File: src/rtl/if_stage_if.sv
// Fetch-stage bus: hazard/redirect controls in, ROM port, IF/ID register and status out.
// The slave modport is the fetch stage; the master modport is its environment (ID, hazard unit, ROM).
interface if_stage_if #(
    parameter int ROM_AW = 10
);
    logic              stall;
    logic              flush;
    logic [1:0]        npc_sel;
    logic              br_taken;
    logic [31:0]       jr_target;
    logic [ROM_AW-1:0] rom_addr;
    logic [31:0]       rom_data;
    logic [31:0]       pc_f;
    logic [31:0]       instr_d;
    logic [31:0]       pc_d;
    logic [31:0]       pc4_d;
    logic              valid_d;
    logic              fetch_err;
    logic [31:0]       fetch_cnt;

    modport master (
        output stall, flush, npc_sel, br_taken, jr_target, rom_data,
        input  rom_addr, pc_f, instr_d, pc_d, pc4_d, valid_d, fetch_err, fetch_cnt
    );

    modport slave (
        input  stall, flush, npc_sel, br_taken, jr_target, rom_data,
        output rom_addr, pc_f, instr_d, pc_d, pc4_d, valid_d, fetch_err, fetch_cnt
    );
endinterface

File: src/rtl/if_stage.sv
// Instruction-fetch stage: PC register, next-PC mux driven by ID-stage decisions,
// combinational ROM addressing and the IF/ID pipeline register.
module if_stage #(
    parameter logic [31:0] PC_RESET = 32'h0000_3000,
    parameter int          ROM_AW   = 10
) (
    input logic       clk,
    input logic       reset,
    if_stage_if.slave bus
);
    logic [31:0] r_pc;
    logic [31:0] r_instr_d;
    logic [31:0] r_pc_d;
    logic [31:0] r_pc4_d;
    logic        r_valid_d;
    logic [31:0] r_fetch_cnt;

    logic [31:0] w_pc_off;
    logic [31:0] w_pc4;
    logic [31:0] w_br_off;
    logic [31:0] w_npc;
    logic        w_fetch_err;

    assign w_pc_off = r_pc - PC_RESET;
    assign w_pc4    = r_pc + 32'd4;
    assign w_br_off = {{14{r_instr_d[15]}}, r_instr_d[15:0], 2'b00};

    // The instruction space is word-aligned at PC_RESET and does not wrap past 2^32,
    // so an offset below 4*2^ROM_AW with clear low bits is exactly "aligned and in range".
    assign w_fetch_err = (w_pc_off[1:0] != 2'b00) || (w_pc_off[31:ROM_AW+2] != '0);

    always_comb begin
        w_npc = w_pc4;
        case (bus.npc_sel)
            2'b01:   w_npc = bus.br_taken ? (r_pc4_d + w_br_off) : w_pc4;
            2'b10:   w_npc = {r_pc4_d[31:28], r_instr_d[25:0], 2'b00};
            2'b11:   w_npc = bus.jr_target;
            default: w_npc = w_pc4;
        endcase
    end

    always_ff @(posedge clk or negedge reset) begin
        if (!reset) begin
            r_pc        <= PC_RESET;
            r_instr_d   <= '0;
            r_pc_d      <= PC_RESET;
            r_pc4_d     <= PC_RESET + 32'd4;
            r_valid_d   <= 1'b0;
            r_fetch_cnt <= '0;
        end else begin
            if (!bus.stall) begin
                r_pc <= w_npc;
            end

            if (bus.flush) begin
                r_instr_d <= '0;
                r_valid_d <= 1'b0;
                if (!bus.stall) begin
                    r_pc_d  <= r_pc;
                    r_pc4_d <= w_pc4;
                end
            end else if (!bus.stall) begin
                r_pc_d  <= r_pc;
                r_pc4_d <= w_pc4;
                if (!w_fetch_err) begin
                    r_instr_d   <= bus.rom_data;
                    r_valid_d   <= 1'b1;
                    r_fetch_cnt <= r_fetch_cnt + 32'd1;
                end else begin
                    r_instr_d <= '0;
                    r_valid_d <= 1'b0;
                end
            end
        end
    end

    assign bus.rom_addr  = w_pc_off[ROM_AW+1:2];
    assign bus.pc_f      = r_pc;
    assign bus.instr_d   = r_instr_d;
    assign bus.pc_d      = r_pc_d;
    assign bus.pc4_d     = r_pc4_d;
    assign bus.valid_d   = r_valid_d;
    assign bus.fetch_err = w_fetch_err;
    assign bus.fetch_cnt = r_fetch_cnt;
endmodule

File: src/flat_wrapper.sv
// flat-port wrapper written by rule: the top's interface ports become plain ports
module if_stage_flat 
#(
    parameter logic [31:0] PC_RESET = 32'h0000_3000,
    parameter int          ROM_AW   = 10
)
  (clk, reset, bus_stall, bus_flush, bus_npc_sel, bus_br_taken, bus_jr_target, bus_rom_data, bus_rom_addr, bus_pc_f, bus_instr_d, bus_pc_d, bus_pc4_d, bus_valid_d, bus_fetch_err, bus_fetch_cnt);
  if_stage_if #(.ROM_AW(ROM_AW)) bus_i ();
  input logic clk;
  input logic reset;
  input wire logic [$bits(bus_i.stall)-1:0] bus_stall;
  input wire logic [$bits(bus_i.flush)-1:0] bus_flush;
  input wire logic [$bits(bus_i.npc_sel)-1:0] bus_npc_sel;
  input wire logic [$bits(bus_i.br_taken)-1:0] bus_br_taken;
  input wire logic [$bits(bus_i.jr_target)-1:0] bus_jr_target;
  input wire logic [$bits(bus_i.rom_data)-1:0] bus_rom_data;
  output wire logic [$bits(bus_i.rom_addr)-1:0] bus_rom_addr;
  output wire logic [$bits(bus_i.pc_f)-1:0] bus_pc_f;
  output wire logic [$bits(bus_i.instr_d)-1:0] bus_instr_d;
  output wire logic [$bits(bus_i.pc_d)-1:0] bus_pc_d;
  output wire logic [$bits(bus_i.pc4_d)-1:0] bus_pc4_d;
  output wire logic [$bits(bus_i.valid_d)-1:0] bus_valid_d;
  output wire logic [$bits(bus_i.fetch_err)-1:0] bus_fetch_err;
  output wire logic [$bits(bus_i.fetch_cnt)-1:0] bus_fetch_cnt;
  assign bus_i.stall = bus_stall;
  assign bus_i.flush = bus_flush;
  assign bus_i.npc_sel = bus_npc_sel;
  assign bus_i.br_taken = bus_br_taken;
  assign bus_i.jr_target = bus_jr_target;
  assign bus_i.rom_data = bus_rom_data;
  assign bus_rom_addr = bus_i.rom_addr;
  assign bus_pc_f = bus_i.pc_f;
  assign bus_instr_d = bus_i.instr_d;
  assign bus_pc_d = bus_i.pc_d;
  assign bus_pc4_d = bus_i.pc4_d;
  assign bus_valid_d = bus_i.valid_d;
  assign bus_fetch_err = bus_i.fetch_err;
  assign bus_fetch_cnt = bus_i.fetch_cnt;
  if_stage #(.PC_RESET(PC_RESET), .ROM_AW(ROM_AW)) u_core (.clk(clk), .reset(reset), .bus(bus_i));
endmodule
File: config.mk
export PLATFORM = sky130hd
export DESIGN_NAME = if_stage_flat
export DESIGN_NICKNAME = d
export VERILOG_FILES = /design/src/rtl/if_stage_if.sv /design/src/rtl/if_stage.sv /design/src/flat_wrapper.sv
export SDC_FILE = /design/constraint.sdc
export NUM_CORES = 1
export LEC_CHECK = 0
export ABC_AREA = 1
export ABC_CLOCK_PERIOD_IN_PS = 3100
export CORE_ASPECT_RATIO = 0.7
export CORE_MARGIN = 3
export CORE_UTILIZATION = 52
export DETAILED_ROUTE_END_ITERATION = 8
export GPL_TIMING_DRIVEN = 0
export PLACE_DENSITY_LB_ADDON = 0.25
export SLEW_MARGIN = 5
export SYNTH_ARGS = -nofsm -noshare
export SYNTH_HDL_FRONTEND = slang
export SYNTH_SLANG_ARGS = --single-unit
File: constraint.sdc
create_clock -name clk -period 3.1 [get_ports clk]
set_clock_uncertainty 0.15 [all_clocks]
set_input_delay 0.62 -clock clk [delete_from_list [all_inputs] [get_ports clk]]
set_output_delay 0.62 -clock clk [all_outputs]
set_load 0.05 [all_outputs]
Word-level counts from Yosys, hierarchy flattened:

Cells that the tools add are included.

* input port bits: 71
* register bits: 161
* logic and storage cells: 29

* equality and inequality tests: 4
* reductions and logical operators: 4
* add/subtract/negate cells: 4
* muxes and demuxes: 8
* bitwise operators: 3

Operator list (count)
* 2-to-1 mux 32 bit: 4
* case mux 32 bit (3 select lines): 1
* adder 32 x 1 -> 32 bit (second input constant): 1
* adder 32 x 3 -> 32 bit (second input constant): 1
* adder 32 bit: 1
* subtractor 32 x 14 -> 32 bit (second input constant): 1
* nonzero test 20 bit: 1
* == test 2 bit (second input constant): 2
* 2-to-1 mux 1 bit: 3
* inverter 1 bit: 3
* AND reduction 3 bit: 1
* == test 2 x 1 -> 1 bit (second input constant): 1
* inequality test 2 x 1 -> 1 bit (second input constant): 1
* nonzero test 2 bit: 1
* logical OR 1 bit: 1

Longest topological paths before layout:

* word-level depth: 6
* mapped depth: 16
* depth with buffers taken out: 16

Worst setup path before layout:

OpenSTA, ideal clock, no wires.

* path kind: reg-to-output
* start: register u_core.r_pc[20] (netlist: u_core.bus.pc_f[20])
* end: output bus_fetch_err
* arrival: 1.888 ns
* path buffers: 1
* slack: 0.442 ns
* stages on the path, launching flop included: 12
* path through: dfrtp_1 -> buf_6 -> nor2_4 -> nand2_1 -> nor2_1 -> nand2_1 -> nand2_1 -> nand2_1 -> nor2_2 -> nand3_2 -> nor2_4 -> inv_1

* longest elaborated chain between the ends: 3

RTL lines
* from (decl): line if_stage.sv:11 `logic [31:0] r_pc;`
* from (signal assigned): line if_stage.sv:52 `r_pc <= w_npc;`
* subtractor 32 x 14 -> 32 bit: line if_stage.sv:24 `assign w_pc_off = r_pc - PC_RESET;`
* nonzero test 20 bit: line if_stage.sv:30 `assign w_fetch_err = (w_pc_off[1:0] != 2'b00) || (w_pc_off[31:ROM_AW+2] != '0);`
* logical OR 1 bit: line if_stage.sv:30
* to (decl): line flat_wrapper.sv:23 `output wire logic [$bits(bus_i.fetch_err)-1:0] bus_fetch_err;`

Every way passes these cells.

Final worst setup path:

* start: input bus_npc_sel[0]
* end: register u_core.r_pc[29] (netlist: u_core.bus.pc_f[29])

* longest elaborated chain between the ends: 2

RTL lines
* from (decl): line flat_wrapper.sv:13 `input wire logic [$bits(bus_i.npc_sel)-1:0] bus_npc_sel;`
* == test 2 bit or == test 2 x 1 -> 1 bit (tied branches): line if_stage.sv:34 `case (bus.npc_sel)`
* case mux 32 bit (3 select lines) *: line if_stage.sv:34

Every way passes the cells marked *; elsewhere a longest branch is shown, timed or not.
A chain may end at the register's enable or synchronous reset.

==> impl_results.md <==
- Status: finished, final reports clean
- Remaining antenna violation count after routing: 0
- Clk Latency, worst-skew pair: 0.44 ns
- Final cell count without fillers: 2,139
- Fin. max-slew vios: 0
- Pin count of the biggest net entering global routing: 96
- Area of the multi-input gates: between 5000 and 6000 sq um
- HPWL Detailed: 34,000 um
- CTS tree: yes
- Pre-antenna DRT Iters: 6
- Synth Cell Area: 10,800 sq um
- Count of boundary I/O pins: around 240
- Highest ir drop seen on vdd: 0.417 mV
- Setup TNS: 0 ns
- Simple-Gate Fraction of Synth Area: 0.346
- Top fanout value on the critical path: 10
- Design Power: around 7.3 mW
- Mapped Avg Cell Area: around 6.8 sq um
- Global-route wire length before repair: between 60,000 and 70,000 um
- Maximum buffer depth of the clock tree: 2
- Worst-Margin Slew: a little over 1 ns
- Commonest non-fill, non-tap cells in the layout: sky130_fd_sc_hd__nand2_1 (512), sky130_fd_sc_hd__clkdlybuf4s50_1 (239), sky130_fd_sc_hd__inv_1 (218)
- Number of failing hold endpoints at the final stage: 0
- Number of placed instances, taps included: 2,099
- Starting Density: 0.536
- Antenna violations before repair: 0
- Sum of routed wire length over all layers: approximately 43,000 um
- H-tree levels: 4
- Total number of placement rows: 43
- Nature of the critical path startpoint: input pin
- Area of the die: between 20,000 and 25,000 sq um
- Leakage power: 6.68 nW
- Maximum clock frequency: ~330 MHz
- Overall die height: 126 um
- Fraction of final layout cells sized beyond drive strength 1: 0.0685
- Minimum period implied by the final worst setup slack: about 3.0 ns
- Main combinational cell family by area after synthesis: simple AND/OR/NAND/NOR gates
- Post-synthesis sequential area ratio: 0.371
- Antenna Cells: 0
- Number of setup violations in the final report: 0
- CTS Sinks: ~160
- Worst path cell trace: clkdlybuf4s50_1 -> inv_1 -> nor2_1 -> nand2_1 -> inv_1 -> clkbuf_1 -> nand3_1 -> nand3_1 -> nand2_1 -> inv_1
- Placeable core region: 20,100 sq um
- Worst R2R Setup Slack: approximately 0.2 ns
- Most repeated library cell on the critical path: sky130_fd_sc_hd__inv_1
- Routability cong.: 1.05
- Endpoint kind of the worst setup timing path: flip-flop
- Distinct cell type count of the synthesized netlist: 44
- Required time of the critical path: ~3.3 ns
- Number of global-route vias before repair: roughly 11,000
- Multiplexer share of the synthesized area: 0
- Area contributors post-synth: sky130_fd_sc_hd__dfrtp_1 (35%), sky130_fd_sc_hd__nand2_1 (18%), sky130_fd_sc_hd__inv_1 (7.7%), sky130_fd_sc_hd__o21ai_0 (5.5%), sky130_fd_sc_hd__nand3_1 (4.9%)
- Area post-placement: approximately 14,000 sq um
- Max_cap viols: 0
- Layout overhead on the synthesized area: 32.8%
- Arithmetic-cell share of the synthesized area counting full adders, half adders and majority gates: 0.0379
- Slew headroom: 0.327
- Flops & latches, synth: between 150 and 200
- Cells after synthesis: ~1,600
- Setup Crit Path Kind: in2reg
- Largest incremental delay on the critical path: 0.70 ns
- Crit path max-delay cell type: sky130_fd_sc_hd__clkbuf_1
- Wirelength per Cell: between 20 and 25 um
- Overall track demand over capacity in global routing: 0.379
- Period utilisation layout: 0.983
- Clock transition at the register clock pins on the worst setup and hold paths after CTS: 0.07 ns
- Arrival time reported for the critical path endpoint: approximately 3.3 ns
- Xor-xnor portion of the synthesized cell area: 0.0204
- Clock tree root buffer cell: sky130_fd_sc_hd__clkbuf_16
- DRC violations left: 0
- Vias after detailed routing: roughly 12,000
- Path class of the lowest-slack min-delay path: reg2reg
- Remaining global-route overflow: 0
- Vias per inst: ~5.7
- Synthesis Warnings: 0
- Reg area: ~4000 sq um
- Share of the synthesized area in compound gates (AO/OA/AOI/OAI): 0.116
- Detailed router's first-iteration violation count: roughly 1,600
- Width of the die: approximately 180 um
- Fill cell instance count of the final layout: ~1,700
- Total non-filler cell area in the finished layout: 14,300 sq um
- Portion of synthesized cell area occupied by the leading cell type: 0.354
- Final layout net count: about 2,000
- IO Port Bufs: around 240
- Most common cell after layout, fill and taps aside: sky130_fd_sc_hd__nand2_1
- Area leader, netlist: sky130_fd_sc_hd__dfrtp_1
- TritonCTS Buffers: 17
- Total power per unit cell area: around 510 nW/um^2
- Post-Synthesis Net Count: around 1,700
metrics by stage:
stage / util / worst slack (ns) / hold WS, ns
2_1_floorplan: - / 0.442 / 0.174
3_3_place_gp: 0.673 / -5.48 / 0.314
3_5_place_dp: 0.674 / -0.342 / 0.322
4_1_cts: 0.705 / 0.000532 / 0.344
5_1_grt: 0.711 / -0.0174 / 0.359
6_report: 0.711 / 0.0521 / 0.344
flip-flops by register name, summed over array words and instances (netlist names):
name,flops
u_core.bus.fetch_cnt,32
u_core.bus.instr_d,32
u_core.bus.pc4_d,30
u_core.bus.pc_d,32
u_core.bus.pc_f,32
u_core.bus.valid_d,1
worst max-delay path, delay by kind of cell:
family,cells,cell delay (ns)
buffers and inverters,5,1.58
AND/OR/NAND/NOR,5,1.06
kinds of logic after synthesis:
group | after synthesis
xor+xnor | 25
flops | 159
simple gates | 865
compound gates | 224
buf+inv | 282
fa+ha+maj | 32
area by class of cell:
type                       count  share of cell area
multi-input combinational   1146               0.397
sequential                   159               0.280
timing repair buffer         250               0.175
inverter                     223              0.0586
clock buffer                  17              0.0298
buffer                        59              0.0237
tap                          270              0.0237
clock inverter                15              0.0116
path summary, 6_finish.rpt:
path,from,end,cells past startpoint
max reg2reg,u_core.bus.pc4_d[2],u_core.bus.pc_f[16],15
max in group asynchronous,reset,u_core.bus.instr_d[15],3
min reg2reg,u_core.bus.pc_d[20],u_core.bus.pc_d[20],2
max,bus_npc_sel[0],u_core.bus.pc_f[29],10
min in group asynchronous,reset,u_core.bus.pc4_d[21],2
min,u_core.bus.pc_d[20],u_core.bus.pc_d[20],2
power breakdown:
group / total (mW) / internal [mW] / switching, mW
clock network: 2.15 / 1.08 / 1.06
logic: 2.62 / 0.833 / 1.78
registers: 2.57 / 2.28 / 0.290
total: 7.34 / 4.20 / 3.14
what timing repair did:
| item | CTS | global route |
|---|---|---|
| endpoints found under the setup margin | 1 | 13 |
| resized for setup | 9 | 36 |
| pin swaps | 1 | 6 |
| hold buffers | 1 | 0 |
| buffers inserted | 1 | 6 |
| hold endpoints to repair | 1 | 0 |
synthesized netlist by cell type, drive strengths merged:
cell,instances
a21boi,1
xor2,22
buf,30
ha,31
a221oi,1
or2,2
o2111ai,2
a22oi,3
dfstp,7
nand4,45
nor3,27
clkinv,1
o21bai,4
o22ai,3
dfrtp,152
clkbuf,29
inv,222
o21a,20
xnor2,3
nor4,7
nor2,139
o32ai,2
a31oi,1
o211ai,3
a21oi,45
fa,1
nand3,109
nand3b,13
nor3b,3
o211a,1
a22o,4
nand2,516
and2,4
o21ai,134
metal layers:
metal	share of wire	global-route usage	vias to the layer above
met1	0.42	0.569	5667
met2	0.41	0.525	825
li1	-	-	5620
met4	0.026	0.104	0
met5	0	0	-
met3	0.14	0.120	88
Note: power is estimated with default switching activity, not from simulation.
